[src/rtl/mc_ctrl.sv]
// rtl/mc_ctrl.sv - multi-cycle MIPS control FSM sequencing PC, IR, GRF, ALU, EXT and unified memory
//
// Optional feature macro: MC_CTRL_INSTR_CNT_EN (adds retired-instruction counter output instr_cnt)
//
// Ports:
//   clk        rising-edge clock
//   reset_n    asynchronous active-low reset
//   opcode     IR[31:26]
//   func       IR[5:0]
//   zero       ALU result == 0
//   mem_ready  memory completes the current request this cycle
//   mem_req    memory request valid
//   mem_we     1 = store, 0 = load/fetch
//   pc_we      PC write enable
//   npc_sel    0 = PC+4, 1 = branch, 2 = j-index, 3 = rs
//   ir_we      IR write enable
//   reg_we     GRF write enable
//   reg_dst    0 = rt, 1 = rd, 2 = $31
//   wd_sel     0 = ALU, 1 = MEM, 2 = PC
//   alu_src    0 = rt data, 1 = EXT imm
//   alu_op     0 = ADD, 1 = SUB, 2 = OR, 3 = LUI
//   ext_op     0 = zero-extend, 1 = sign-extend
//   illegal    one-cycle pulse in S_DECODE on an unknown opcode/func
//   error      sticky memory timeout flag
//   state      current FSM state
//   instr_cnt  retired instruction count (only with MC_CTRL_INSTR_CNT_EN)

module mc_ctrl #(
    parameter int TIMEOUT = 255,
    parameter int CNT_W   = 8
) (
    input  logic        clk,
    input  logic        reset_n,
    input  logic [5:0]  opcode,
    input  logic [5:0]  func,
    input  logic        zero,
    input  logic        mem_ready,
    output logic        mem_req,
    output logic        mem_we,
    output logic        pc_we,
    output logic [1:0]  npc_sel,
    output logic        ir_we,
    output logic        reg_we,
    output logic [1:0]  reg_dst,
    output logic [1:0]  wd_sel,
    output logic        alu_src,
    output logic [1:0]  alu_op,
    output logic        ext_op,
    output logic        illegal,
    output logic        error,
    output logic [2:0]  state
`ifdef MC_CTRL_INSTR_CNT_EN
    ,
    output logic [31:0] instr_cnt
`endif
);

    typedef enum logic [2:0] {
        S_FETCH  = 3'd0,
        S_DECODE = 3'd1,
        S_EXEC   = 3'd2,
        S_MEM    = 3'd3,
        S_WB     = 3'd4,
        S_ERR    = 3'd7
    } state_t;

    localparam logic [CNT_W-1:0] TIMEOUT_C = CNT_W'(TIMEOUT);

    state_t           cur;
    state_t           nxt;
    logic [CNT_W-1:0] wait_cnt;

    // Instruction decode from the IR fields
    logic is_r, is_add, is_sub, is_jr, is_nop;
    logic is_ori, is_lui, is_lw, is_sw, is_beq, is_jal, is_known;
    logic timed_out;

    always_comb begin
        is_r     = (opcode == 6'b000000);
        is_add   = is_r && (func == 6'b100000);
        is_sub   = is_r && (func == 6'b100010);
        is_jr    = is_r && (func == 6'b001000);
        is_nop   = is_r && (func == 6'b000000);
        is_ori   = (opcode == 6'b001101);
        is_lui   = (opcode == 6'b001111);
        is_lw    = (opcode == 6'b100011);
        is_sw    = (opcode == 6'b101011);
        is_beq   = (opcode == 6'b000100);
        is_jal   = (opcode == 6'b000011);
        is_known = is_add | is_sub | is_jr | is_nop | is_ori | is_lui |
                   is_lw | is_sw | is_beq | is_jal;
        // A ready in the same cycle as the limit is reached wins over the timeout
        timed_out = (wait_cnt >= TIMEOUT_C) && !mem_ready;
    end

    always_comb begin
        nxt     = cur;
        mem_req = 1'b0;
        mem_we  = 1'b0;
        pc_we   = 1'b0;
        npc_sel = 2'd0;
        ir_we   = 1'b0;
        reg_we  = 1'b0;
        reg_dst = 2'd0;
        wd_sel  = 2'd0;
        alu_src = 1'b0;
        alu_op  = 2'd0;
        ext_op  = 1'b0;
        illegal = 1'b0;
        error   = 1'b0;

        case (cur)
            S_FETCH: begin
                mem_req = 1'b1;
                if (mem_ready) begin
                    ir_we = 1'b1;
                    pc_we = 1'b1;
                    nxt   = S_DECODE;
                end else if (timed_out) begin
                    nxt = S_ERR;
                end
            end
            S_DECODE: begin
                if (is_jal) begin
                    reg_we  = 1'b1;
                    reg_dst = 2'd2;
                    wd_sel  = 2'd2;
                    pc_we   = 1'b1;
                    npc_sel = 2'd2;
                    nxt     = S_FETCH;
                end else if (is_jr) begin
                    pc_we   = 1'b1;
                    npc_sel = 2'd3;
                    nxt     = S_FETCH;
                end else if (is_nop) begin
                    nxt = S_FETCH;
                end else if (!is_known) begin
                    illegal = 1'b1;
                    nxt     = S_FETCH;
                end else begin
                    nxt = S_EXEC;
                end
            end
            S_EXEC: begin
                if (is_add) begin
                    nxt = S_WB;
                end else if (is_sub) begin
                    alu_op = 2'd1;
                    nxt    = S_WB;
                end else if (is_ori) begin
                    alu_op  = 2'd2;
                    alu_src = 1'b1;
                    nxt     = S_WB;
                end else if (is_lui) begin
                    alu_op  = 2'd3;
                    alu_src = 1'b1;
                    nxt     = S_WB;
                end else if (is_lw || is_sw) begin
                    alu_src = 1'b1;
                    ext_op  = 1'b1;
                    nxt     = S_MEM;
                end else if (is_beq) begin
                    alu_op  = 2'd1;
                    ext_op  = 1'b1;
                    pc_we   = zero;
                    npc_sel = 2'd1;
                    nxt     = S_FETCH;
                end else begin
                    // Unreachable via S_DECODE; recover to fetch
                    nxt = S_FETCH;
                end
            end
            S_MEM: begin
                mem_req = 1'b1;
                mem_we  = is_sw;
                if (mem_ready) begin
                    nxt = is_sw ? S_FETCH : S_WB;
                end else if (timed_out) begin
                    nxt = S_ERR;
                end
            end
            S_WB: begin
                reg_we = 1'b1;
                if (is_lw) begin
                    wd_sel = 2'd1;
                end else if (is_r) begin
                    reg_dst = 2'd1;
                end
                nxt = S_FETCH;
            end
            S_ERR: begin
                error = 1'b1;
            end
            default: begin
                nxt = S_FETCH;
            end
        endcase

        // Outputs are held quiet for as long as reset is asserted
        if (!reset_n) begin
            mem_req = 1'b0;
            mem_we  = 1'b0;
            pc_we   = 1'b0;
            npc_sel = 2'd0;
            ir_we   = 1'b0;
            reg_we  = 1'b0;
            reg_dst = 2'd0;
            wd_sel  = 2'd0;
            alu_src = 1'b0;
            alu_op  = 2'd0;
            ext_op  = 1'b0;
            illegal = 1'b0;
            error   = 1'b0;
        end
    end

    assign state = cur;

    always_ff @(posedge clk or negedge reset_n) begin
        if (!reset_n) begin
            cur      <= S_FETCH;
            wait_cnt <= '0;
        end else begin
            cur <= nxt;
            if (nxt != cur) begin
                wait_cnt <= '0;
            end else if (wait_cnt < TIMEOUT_C) begin
                wait_cnt <= wait_cnt + 1'b1;
            end
        end
    end

`ifdef MC_CTRL_INSTR_CNT_EN
    // Every return to fetch marks one retired instruction (nop and illegal included)
    always_ff @(posedge clk or negedge reset_n) begin
        if (!reset_n) begin
            instr_cnt <= 32'd0;
        end else if (nxt == S_FETCH && cur != S_FETCH) begin
            instr_cnt <= instr_cnt + 32'd1;
        end
    end
`endif

endmodule

[config.mk]
export PLATFORM = sky130hd
export DESIGN_NAME = mc_ctrl
export DESIGN_NICKNAME = d
export VERILOG_FILES = /design/src/rtl/mc_ctrl.sv
export SDC_FILE = /design/constraint.sdc
export NUM_CORES = 1
export LEC_CHECK = 0
export ABC_AREA = 1
export CORE_UTILIZATION = 40
export CTS_CLUSTER_DIAMETER = 200
export DETAILED_ROUTE_END_ITERATION = 10
export HOLD_SLACK_MARGIN = 0.1
export PLACE_DENSITY = 0.78
export SLEW_MARGIN = 20
export SYNTH_ARGS = -nofsm -noshare
export SYNTH_HDL_FRONTEND = slang
export SYNTH_SLANG_ARGS = --single-unit
[constraint.sdc]
create_clock -name clk -period 1.5 [get_ports clk]
set_input_delay 0.3 -clock clk [delete_from_list [all_inputs] [get_ports clk]]
set_output_delay 0.3 -clock clk [all_outputs]
set_load 0.02 [all_outputs]
==> flow_summary.ini, run 1 <==
[place]
gp_congestion = 0.8640
port-buffer-count = 35
dp_hpwl_mm = 2.859
dpl_worst_slack_ns = -1.194

[logic_synthesis]
ys_ff_latch = 11
synth_top_area_cell = dfrtp_1
yosys_warnings = 0
synth_fp_nets = 182
synth_seq_area_share = 0.2686
synth.top_cell.area_share = 0.2686
syn_area_per_cell_um2 = 6.211
synthCells = 165
synth_area_um2 = 1025
yosysUniqueCellTypes = 28
synthTopCellsByArea = dfrtp_1, nand2_1, nor2_1

[sta]
endpoint_type = top-level output
postGrtWorstEndpoint = pc_we

[floorplanning]
core.rowCount = 17
die_w_um = 52.62
start_util = 0.4420
die_h_um = 52.62
ios = 36

[global_routing]
overflow = 56
grt_max_degree = 12
grt_usage = 0.7458

[status]
error_line = [ERROR GRT-0232] Routing congestion too high. Check the congestion heatmap in the GUI.
lastStage = global routing
outcome = stopped before the end

[clocking]
cts_hold_buf = 0
cts_made_buffers = 3
cts_htree_levels = 1
root_buffer = clkbuf_4
cts.sinks = 11
clk_path_buf_depth = 2
## synthesized netlist by cell type (all sizes together)
cell type / number
a211oi: 1
a31oi: 1
buf: 2
nand4: 3
nand2: 41
xnor2: 2
o21ai: 8
nand3: 14
dfrtp: 11
ha: 1
o21a: 1
a21oi: 3
and3b: 1
nor2: 41
clkinv: 1
inv: 20
nand3b: 2
nor3: 7
xor2: 2
nor4: 2
o211ai: 1
## metal layers
| metal | track usage | overflow |
|---|---|---|
| met5 | 0.1190 | 0 |
| met1 | 0.7249 | 0 |
| met3 | 0.4406 | 0 |
| met4 | 0.9211 | 26 |
| met2 | 0.9641 | 30 |
## cells by family after synthesis
family	count (synthesis)	share of synthesized area
adders and majority gates	1	0.01221
AOI/OAI and AO/OA	15	0.08548
xor gates and xnor gates	4	0.03419
and+or+nand+nor	111	0.5079
DFF	11	0.2686
buffers and inverters	23	0.09157
## metrics by stage
| stage | util | TNS [ns] | instances | hold WS, ns | area, µm² |
|---|---|---|---|---|---|
| after floorplan | - | -0.2712 | 165 | 0.004409 | 1135 |
| after global placement | 0.7922 | -19.43 | 269 | 0.5620 | 1837 |
| after detailed placement | 0.7922 | -20.82 | 269 | 0.5873 | 1837 |
| after CTS | 0.8910 | -6.396 | 285 | 0.4005 | 2066 |
## timing repair
| action | in CTS |
|---|---|
| resized for setup | 165 |
| pin swaps | 29 |
| buffers inserted | 13 |
| endpoints found under the setup margin | 31 |
==> run 2, diff against run 1 <==
- CORE_AREA: default -> 2 2 63 65
- CORE_UTILIZATION: 40 -> default
- CTS_CLUSTER_DIAMETER: 200 -> default
- DIE_AREA: default -> 0 0 65 67
- HOLD_SLACK_MARGIN: 0.1 -> default
- PLACE_DENSITY: 0.78 -> default
- PLACE_DENSITY_LB_ADDON: default -> 0.15
- clock period: 1.5 -> 1.95 ns (I/O delays scaled with it)
==> run 2 against run 1 <==
  * Synthesized area unchanged
  * Synthesized cell count unchanged
  * The run now ends clean
==> flow_summary.ini, run 2 <==
[floorplanning]
fp.coreArea_um2 = 3606
die_area_um2 = 4355
die_h_um = 67
core.rowCount = 22
die_w_um = 65
ios = 36
start_util = 0.2842

[clocking]
path_clk_slew_ns = 0.05
cts_htree_levels = 1
cts_hold_buf = 0
clk_path_buf_depth = 2
root_buffer = clkbuf_8
cts_tree = built
worstSkewPairLatency_ns = 0.24
cts.sinks = 11
cts_made_buffers = 3

[cells_and_area]
final_common_cell = buf_4
multi_input_comb_area_um2 = 810.8
diodes = 0
layout-drive-gt1-share = 0.5139
syn2layout_area_growth_pct = 86.08
final_nets = 269
final_cell_mix = buf_4, nand2_1, nor2_1
fill_cells = 398
fin_area_um2 = 1907
instances_no_fill = 299
top_register = wait_cnt
largest_register_ffs = 8
regArea_um2 = 279.0

[drt]
wire_per_inst_um = 11.79
drt-initial-drc-count = 31
drt_wl_total_mm = 3.526
drc = 0
via_count = 1376
postRouteAntennaNets = 0
firstDrtPassIters = 4
vias_per_cell = 4.602

[power]
combPwrFrac = 0.203
clock_power_share = 0.402
cellPowerDensity_nw_per_um2 = 303.0
ir_worst_vdd_mv = 0.2016
p_sw_uw = 144.6
p_seq_frac = 0.395
swShare = 0.2503
leakagePower_nw = 0.9324
p_int_uw = 433.2

[logic_synthesis]
synthTopCellsByCount = nand2_1, nor2_1, inv_1, dfrtp_1, nand3_1
synth-edff-count = 0
syn_area_per_cell_um2 = 6.211
synth_top_area_cell = dfrtp_1
ys_ff_latch = 11
async_reset_ff_frac = 1.000
synth_fp_nets = 182
synth_area_um2 = 1025
synthTopCellsByArea = dfrtp_1, nand2_1, nor2_1
synthCells = 165
yosys_warnings = 0
synthMostInstantiatedCell = nand2_1
synth.top_cell.area_share = 0.2686
synth_seq_area_share = 0.2686
synth_flop_cell = dfrtp_1
yosysUniqueCellTypes = 28

[global_routing]
grt_pass1_vias = 1413
antenna_found_initial = 0
overflow = 0
grt_max_degree = 12
grt_pass1_wl_mm = 5.885
grt_usage = 0.1722

[place]
dpl_worst_slack_ns = -0.8837
placed_area_um2 = 1684
port-buffer-count = 35
gp_congestion = 0.8727
dp_hpwl_mm = 2.655
placed_cells = 280

[worst_setup_path]
arrival_ns = 1.52
critical_path_class = in -> out
worstPathRequired_ns = 1.56
critPathLaunchType = input pin
crit_slowest_cell = nor4_4
crit_top_cell = buf_4
worst_setup_path_end_kind = output port
worstPathCellList = buf_2 > nor2_4 > nand2_2 > buf_4 > nor2_2 > inv_2 > nand2_2 > buf_4 > nor4_4 > buf_4
cpPeakStageDelay_ns = 0.22
critPathMaxFanout = 4

[status]
outcome = complete, no violations

[sta]
slew_viol_final = 0
fmax_mhz = 523.6
final.setup.tns_ns = 0
rsz0062_at_grt = yes
maxSlewHeadroom = 0.8432
setup_ws_ns = 0.03999
worstMarginPinSlew_ns = 0.2333
skew_ns = 0.001585
setup_violations = 0
post-route-min-period_ns = 1.910
min_period_over_period = 0.9795
final-hold-violation-count = 0
holdWs_ns = 0.3223

[worst_hold_path]
hold_class = in -> async

[job]
drv_cap = 0
==> run 2: cell counts after synthesis <==
Identical to the previous run, type by type.
==> run 2: power groups by stage <==
stage | clock (mW) | sequential (mW) | combinational [mW]
after floorplan | 0 | 0.232 | 0.0232
after global placement | 0 | 0.232 | 0.0901
after detailed placement | 0 | 0.232 | 0.0918
after CTS | 0.234 | 0.229 | 0.103
after global routing | 0.243 | 0.228 | 0.126
final | 0.232 | 0.229 | 0.117
==> run 2: area by class of cell <==
cell class	count	area share
multi-input combinational	131	0.4252
timing repair buffer	84	0.3314
sequential	11	0.1463
inverter	21	0.04199
tap	48	0.03150
clock buffer	4	0.02362
==> run 2: worst paths after layout <==
kind	endpoint	slack (ns)	cells past startpoint	start
min in group clk	wait_cnt[5]	0.59	2	wait_cnt[5]
setup / recovery	illegal	0.04	10	opcode[3]
max in group asynchronous	state[2]	1.46	2	reset_n
hold / removal	wait_cnt[0]	0.32	2	reset_n
setup reg to reg	wait_cnt[6]	0.20	12	state[2]
hold reg to reg	wait_cnt[5]	0.59	2	wait_cnt[5]
==> run 2: cells by family (layout without fill, tap and decap cells) <==
kind of cell	count (synthesis)	count (layout)	share of synthesized area
xor+xnor	4	4	0.03419
simple gates	111	111	0.5079
compound gates	15	15	0.08548
buf+inv	23	109	0.09157
fa+ha+maj	1	1	0.01221
flops	11	11	0.2686
==> run 2: timing repair <==
action / 4_1_cts / 5_1_grt
buffers inserted: 12 / 3
resized for setup: 124 / 39
pin swaps: 20 / 18
setup endpoints to repair: 17 / 23
==> run 2: stage by stage <==
stage | power (mW) | util
global placement | 0.3225 | 0.4670
global route | 0.5977 | 0.5288
finish | 0.5778 | 0.5288
CTS | 0.5663 | 0.5076
floorplan | 0.2557 | -
detailed placement | 0.3242 | 0.4670
==> run 2: worst max-delay path, delay by kind of cell <==
kind / cells / cell delay, ns
and+or+nand+nor: 5 / 0.45
buffers and inverters: 5 / 0.68
==> run 2: metal layers <==
layer	track usage	up-vias	wire length (µm)
li1	-	699	-
met2	0.3209	30	1843
met1	0.1986	643	1517
met4	0.03191	0	44
met5	0	-	0
met3	0.04392	4	119
(Power assumes the default switching activity.)
